File: config.mk
export PLATFORM = sky130hd
export DESIGN_NAME = encoder_8_to_3_seq_flat
export DESIGN_NICKNAME = d
export VERILOG_FILES = /design/src/rtl/encoder_8_to_3_seq_if.sv /design/src/rtl/encoder_8_to_3_seq.sv /design/src/flat_wrapper.sv
export SDC_FILE = /design/constraint.sdc
export NUM_CORES = 1
export LEC_CHECK = 0
export CAP_MARGIN = 25
export CORE_AREA = 8 8 51 53
export DETAILED_ROUTE_END_ITERATION = 8
export DIE_AREA = 0 0 59 61
export GPL_TIMING_DRIVEN = 0
export PLACE_DENSITY_LB_ADDON = 0.12
export SLEW_MARGIN = 40
export SYNTH_ARGS = -nofsm -noshare
export SYNTH_HDL_FRONTEND = slang
export SYNTH_SLANG_ARGS = --single-unit
File: constraint.sdc
create_clock -name clk -period 2.35 [get_ports clk]
set_clock_uncertainty 0.15 [all_clocks]
set_input_delay 0.3525 -clock clk [delete_from_list [all_inputs] [get_ports clk]]
set_output_delay 0.3525 -clock clk [all_outputs]
set_load 0.1 [all_outputs]
File: src/rtl/encoder_8_to_3_seq_if.sv
// Handshake bundle for encoder_8_to_3_seq: request-vector channel in, binary-code channel out.
// The slave modport is the encoder's view; master is the view of whatever drives it.
interface encoder_8_to_3_seq_if #(
  parameter int W = 3
);
  localparam int N = 2 ** W;

  logic         req_valid;
  logic         req_ready;
  logic [N-1:0] req_bits;
  logic         code_valid;
  logic         code_ready;
  logic [W-1:0] code;
  logic         code_last;

  modport master (
    output req_valid,
    output req_bits,
    output code_ready,
    input  req_ready,
    input  code_valid,
    input  code,
    input  code_last
  );

  modport slave (
    input  req_valid,
    input  req_bits,
    input  code_ready,
    output req_ready,
    output code_valid,
    output code,
    output code_last
  );
endinterface

File: src/rtl/encoder_8_to_3_seq.sv
// Sequential 2**W-to-W encoder: emits the index of every set request bit, lowest first, one per handshake.
// Optional ENC_DONE_PULSE_EN adds a one-cycle 'done' pulse after each vector has been fully consumed.
module encoder_8_to_3_seq #(
  parameter int W = 3
) (
  input  logic                      clk,
  input  logic                      nrst,
`ifdef ENC_DONE_PULSE_EN
  output logic                      done,
`endif
  encoder_8_to_3_seq_if.slave       bus
);
  localparam int N = 2 ** W;

  typedef enum logic [0:0] {
    IDLE = 1'b0,
    SEND = 1'b1
  } state_t;

  state_t       state_q, state_d;
  logic [N-1:0] pending_q, pending_d;
  logic         ready_en_q, ready_en_d;

  logic [N-1:0] first_hot;
  logic [N-1:0] remaining;
  logic [W-1:0] low_idx;
  logic         single;
  logic         accept;
  logic         transfer;

  // Bit gi set for every vector position whose index has bit gi set.
  function automatic logic [N-1:0] index_mask(input int b);
    logic [N-1:0] m;
    m = '0;
    for (int i = 0; i < N; i++) begin
      m[i] = ((i >> b) & 1) == 1;
    end
    return m;
  endfunction

  // Two's-complement trick isolates the lowest set bit of pending.
  assign first_hot = pending_q & (~pending_q + N'(1));
  assign remaining = pending_q & ~first_hot;
  assign single    = (pending_q != '0) && (remaining == '0);

  genvar gi;
  generate
    for (gi = 0; gi < W; gi++) begin : g_code_bit
      assign low_idx[gi] = |(first_hot & index_mask(gi));
    end
  endgenerate

  // Every output is a decode of registered state only.
  assign bus.req_ready  = (state_q == IDLE) && ready_en_q;
  assign bus.code_valid = (state_q == SEND);
  assign bus.code       = low_idx;
  assign bus.code_last  = (state_q == SEND) && single;

  assign accept   = bus.req_valid && bus.req_ready;
  assign transfer = bus.code_valid && bus.code_ready;

`ifdef ENC_DONE_PULSE_EN
  logic done_q, done_d;
  assign done = done_q;
`else
  // No completion pulse is formed in this build.
`endif

  always_comb begin
    state_d    = state_q;
    pending_d  = pending_q;
    ready_en_d = 1'b1;
`ifdef ENC_DONE_PULSE_EN
    done_d     = 1'b0;
`endif
    case (state_q)
      IDLE: begin
        if (accept) begin
          if (bus.req_bits != '0) begin
            pending_d = bus.req_bits;
            state_d   = SEND;
          end else begin
`ifdef ENC_DONE_PULSE_EN
            done_d = 1'b1;
`endif
          end
        end
      end
      SEND: begin
        if (transfer) begin
          pending_d = remaining;
          if (single) begin
            state_d = IDLE;
`ifdef ENC_DONE_PULSE_EN
            done_d  = 1'b1;
`endif
          end
        end
      end
      default: begin
        state_d   = IDLE;
        pending_d = '0;
      end
    endcase
  end

  // ready_en_q keeps req_ready low until one clean edge has passed after reset.
  always_ff @(posedge clk) begin
    if (!nrst) begin
      state_q    <= IDLE;
      pending_q  <= '0;
      ready_en_q <= 1'b0;
`ifdef ENC_DONE_PULSE_EN
      done_q     <= 1'b0;
`endif
    end else begin
      state_q    <= state_d;
      pending_q  <= pending_d;
      ready_en_q <= ready_en_d;
`ifdef ENC_DONE_PULSE_EN
      done_q     <= done_d;
`endif
    end
  end
endmodule

File: src/flat_wrapper.sv
// flat-port wrapper written by rule: the top's interface ports become plain ports
module encoder_8_to_3_seq_flat 
#(
  parameter int W = 3
)
  (clk, nrst, bus_req_valid, bus_req_bits, bus_code_ready, bus_req_ready, bus_code_valid, bus_code, bus_code_last);
  encoder_8_to_3_seq_if #(.W(W)) bus_i ();
  input  logic clk;
  input  logic nrst;
  input wire logic [$bits(bus_i.req_valid)-1:0] bus_req_valid;
  input wire logic [$bits(bus_i.req_bits)-1:0] bus_req_bits;
  input wire logic [$bits(bus_i.code_ready)-1:0] bus_code_ready;
  output wire logic [$bits(bus_i.req_ready)-1:0] bus_req_ready;
  output wire logic [$bits(bus_i.code_valid)-1:0] bus_code_valid;
  output wire logic [$bits(bus_i.code)-1:0] bus_code;
  output wire logic [$bits(bus_i.code_last)-1:0] bus_code_last;
  assign bus_i.req_valid = bus_req_valid;
  assign bus_i.req_bits = bus_req_bits;
  assign bus_i.code_ready = bus_code_ready;
  assign bus_req_ready = bus_i.req_ready;
  assign bus_code_valid = bus_i.code_valid;
  assign bus_code = bus_i.code;
  assign bus_code_last = bus_i.code_last;
  encoder_8_to_3_seq #(.W(W)) u_core (.clk(clk), .nrst(nrst), .bus(bus_i));
endmodule
======== Word level (Yosys, flattened, before mapping) ========
Index checks and enable logic that the tools add are counted.
storage, ports and cells
  register bits ........................... 10
  input bits .............................. 12
  output and inout bits ................... 6
operators by class
  add/sub/neg operators ................... 1
  equality and inequality tests ........... 3
  muxes and demuxes ....................... 10
  bitwise gates (word level) .............. 5
  reduce and logical (&&, ||, !) cells .... 12
operators with widths
  kind                                           number
  2-to-1 mux 8 bit                               3
  AND 8 bit                                      2
  NOT 8 bit                                      2
  case mux 8 bit (2 select lines)                1
  nonzero test 8 bit                             2
  OR reduction 4 bit                             3
  adder 8 x 1 -> 8 bit, second input constant    1
  logical NOT 8 bit                              1
  logical AND 1 bit                              5
  2-to-1 mux 1 bit                               5
  != test 2 bit, second input constant           2
  AND reduction 3 bit                            1
  != test 2 x 1 -> 1 bit, second input constant  1
  case mux 1 bit (2 select lines)                1
  NOT 1 bit                                      1

======== Longest topological paths before layout ========
  word-level depth ........................ 10
  mapped depth ............................ 6

======== Worst setup path before layout ========
OpenSTA, ideal clock, no wires.
  path type ............................... register to output
  start point ............................. reg u_core.pending_q[1]
  end point ............................... out bus_code[1]
  arrival ................................. 2755 ps
  setup slack ............................. -908 ps
  cell stages (with the launch flop) ...... 3
  path buffers ............................ 1
  cells stage by stage .................... dfxtp_1 -> buf_2 -> o32ai_1
on the way
  longest elaborated chain between the ends .. 4
RTL lines
  element                 line                       source
  start, declared         encoder_8_to_3_seq.sv:21   logic [N-1:0] pending_q, pending_d;
  start signal, assigned  encoder_8_to_3_seq.sv:118  pending_q <= pending_d;
  NOT 8 bit               encoder_8_to_3_seq.sv:42   assign first_hot = pending_q & (~pending_q + N'(1));
  adder 8 x 1 -> 8 bit    encoder_8_to_3_seq.sv:42
  AND 8 bit               encoder_8_to_3_seq.sv:42
  OR reduction 4 bit      encoder_8_to_3_seq.sv:49   assign low_idx[gi] = |(first_hot & index_mask(gi));
  end, declared           flat_wrapper.sv:15         output wire logic [$bits(bus_i.code)-1:0] bus_code;
Every way passes these cells.

======== Worst setup path in the final report ========
  start point ............................. reg u_core.pending_q[0]
  end point ............................... out bus_code_last
on the way
  longest elaborated chain between the ends .. 8
  elaborated cells between the ends (all ways) .. 9
RTL lines
  element               line                      source
  NOT 8 bit             encoder_8_to_3_seq.sv:42
  adder 8 x 1 -> 8 bit  encoder_8_to_3_seq.sv:42
  AND 8 bit             encoder_8_to_3_seq.sv:42
  NOT 8 bit             encoder_8_to_3_seq.sv:43  assign remaining = pending_q & ~first_hot;
  AND 8 bit             encoder_8_to_3_seq.sv:43
  logical NOT 8 bit     encoder_8_to_3_seq.sv:44  assign single = (pending_q != '0) && (remaining == '0);
  logical AND 1 bit *   encoder_8_to_3_seq.sv:44
  logical AND 1 bit *   encoder_8_to_3_seq.sv:57  assign bus.code_last = (state_q == SEND) && single;
  end, declared         flat_wrapper.sv:16        output wire logic [$bits(bus_i.code_last)-1:0] bus_code_last;
Mark *: on every way between the ends. The rest lies on a longest branch, timed or not.

==> metrics.cfg <==
[floorplanning]
design.core.area_um2=1840
chipHeight_um=61
ios=18
fp-row-count=16
die_area_um2=3600
floorplan.initialDensity_pct=32.7
die-width_um=59

[critical_path]
crit_arrival_ps=2340
crit_chain=or4_4 > or3_4 > or3b_1 > nand3_2 > and3_4 > buf_12
crit_path_top_delay_cell=sky130_fd_sc_hd__or4_4
delay_of_the_slowest_cell_on_the_worst_path_ps=550
worstPathRequired_ps=1850
worst_setup_path_start_kind=register
endpoint_kind=output pin
setup.worst_path.class=register to output pin
critical_path_peak_fanout=4

[drt]
postRouteWirelength_mm=1.72
post_detailed_route_drc_marker_count=0
met2_length_um=786
routed_via_density=5.05
drt_pre_antenna_iters=4
detail_route.iter0.violations=11
routed-wl-met3_um=61
vias=641
routed.top_layer=met4
ant_nets=0
route.detailed.wl_per_inst_um=13.5
drt-met1-wl_um=828

[sta]
period_minus_slack_ps=2850
timing.fmax_mhz=351
final-max-slew-violation-count=0
setup-violations-final=1
grt_setup_unrepaired=yes
finalHoldViolCount=0
relSlewSlack_pct=59.3
final_min_period_over_clock_period_pct=121
transition_time_of_the_tightest_slew_check_pin_ps=610
min_setup_slack_post_route_ps=-497

[synth]
synth_top_cell_area_share_pct=33.2
synthesis.instances=76
synth.ff_latch_count=10
synth-seq-area-share_pct=33.2
post_synth_most_frequent_cells=10 x sky130_fd_sc_hd__dfxtp_1, 8 x sky130_fd_sc_hd__a21oi_1, 7 x sky130_fd_sc_hd__nor2_1, 7 x sky130_fd_sc_hd__o21ai_0, 4 x sky130_fd_sc_hd__nand2_1
synth.largest_area_cell=sky130_fd_sc_hd__dfxtp_1
postSynth.topFlopCell=sky130_fd_sc_hd__dfxtp_1
syn-num-nets=88
synth-warning-count=0
async_reset_ff_share_pct=0
synth.distinct_cells=34
synth_area_leaders=sky130_fd_sc_hd__dfxtp_1 33%, sky130_fd_sc_hd__a21oi_1 6.6%, sky130_fd_sc_hd__o21ai_0 5.8%, sky130_fd_sc_hd__nor2_1 4.4%, sky130_fd_sc_hd__a32o_1 3.3%
synth_edf_count=0
syn-mean-instance-area_um2=7.94
synth.most_common_cell=sky130_fd_sc_hd__dfxtp_1
netlist_area_um2=603

[clocking]
clock_sink_count=10
root_buffer_master=sky130_fd_sc_hd__clkbuf_4
worstSkewPairLatency_ps=280
numCtsBuffers=3
cts_hold_buffers=0
cts_tree=built
clk_pin_slew_worst_setup_hold_paths_ps=70
cts_max_level=1
clk_path_buf_depth=2

[place]
gp_congestion=0.831
place_ws_ps=-578
place_hpwl_mm=1.29
placedCellCount=120
port-buffer-count=17

[cells_and_area]
finish.cell_count_without_fillers=127
ant_diodes=0
layout-drive-gt1-share_pct=27.0
finish.net_count=113
area_delta_synth_final_pct=48.3

[power]
finalPower_mw=0.603
peakVddDrop_mv=0.417
power_leakage_nw=0.347
powerDensity_nw_per_um2=675

[grt]
antenna_found_initial=0
grt_start_max_net_pins=11
gr-total-overflow=0
grt_pass1_vias=684
grt_use_total_pct=11.1
grt_pass1_wl_mm=3.06

[run]
cap_violations=0

[min_path]
worst_hold_class=register to register

[status]
violations_in_the_final_reports=negative setup slack
result_of_the_run=complete, but fails checks

==> final timing paths <==
path / startpoint / end / slack, ps / cells past startpoint
setup / recovery: u_core.pending_q[0]$_SDFFE_PN0P_ / bus_code_last / -500 / 6
hold / removal: u_core.ready_en_q$_DFF_P_ / u_core.pending_q[7]$_SDFFE_PN0P_ / 360 / 2
setup reg to reg: u_core.pending_q[0]$_SDFFE_PN0P_ / u_core.bus.code_valid$_SDFF_PN0_ / 210 / 6
hold reg to reg: u_core.ready_en_q$_DFF_P_ / u_core.pending_q[7]$_SDFFE_PN0P_ / 360 / 2
==> power by group <==
part	total, mW	leakage, nW	internal (mW)	switching (mW)
logic	0.256	0.243	0.0916	0.164
registers	0.187	0.0835	0.178	0.00892
clock network	0.160	0.0210	0.0943	0.0662
==> metrics by stage <==
step / utilization, % / area (um2) / setup TNS, ps / hold WS, ps
2_1_floorplan: - / 618 / -687 / 230
3_3_place_gp: 44.6 / 822 / -2520 / 342
3_5_place_dp: 43.0 / 792 / -579 / 354
4_1_cts: 48.3 / 890 / -515 / 363
5_1_grt: 48.6 / 895 / -591 / 391
6_report: 48.6 / 895 / -497 / 359
==> cell families (layout without fill, tap and decap cells) <==
| family | Yosys count | count (layout) | synth area share (%) |
|---|---|---|---|
| buffers and inverters | 8 | 32 | 6.43 |
| AOI/OAI and AO/OA | 30 | 30 | 33.8 |
| and+or+nand+nor | 28 | 28 | 26.6 |
| DFF | 10 | 10 | 33.2 |
==> placed cells by master, fill, tap and decap left out, drive strengths merged, types with 2 or more instances in the layout <==
master         count
a21oi              8
a22o               2
a32o               2
buf               11
clkbuf             7
clkdlybuf4s50     11
dfxtp             10
inv                3
nand2              4
nand2b             2
nand3              3
nor2               7
nor2b              2
nor4               2
o21a               2
o21ai              7
or3b               2
==> flip-flops by register name (all words and copies together), names as in the netlist <==
register	count
u_core.bus.code_valid	1
u_core.ready_en_q	1
u_core.pending_q	8
==> per-layer routing <==
layer / up-vias / GRT usage, %
met2: 12 / 17.0
met1: 290 / 13.9
met5: - / 0
li1: 334 / -
met4: 0 / 6.14
met3: 5 / 2.75
==> worst max-delay path, delay by kind of cell (launching register included) <==
| family | cells | cell delay, ps |
|---|---|---|
| simple gates | 5 | 1550 |
| flops | 1 | 350 |
| buf+inv | 1 | 170 |
==> cell type report <==
type,count,area [um2]
clock buffers,4,36.3
multi-input cells,58,393
repair buffers,22,201
well taps,27,33.8
flip-flops and latches,10,208
fillers,204,947
inverters,3,11.3
plain buffers,3,11.3
==> repair_timing <==
action | CTS | global route
setup buffers | 5 | 0
pin swaps | 4 | 3
gates resized for setup | 13 | 1
cloned | 0 | 0
endpoints found under the setup margin | 3 | 2
hold endpoints to repair | 0 | 0
No activity file was read; power rests on OpenSTA's default activity.
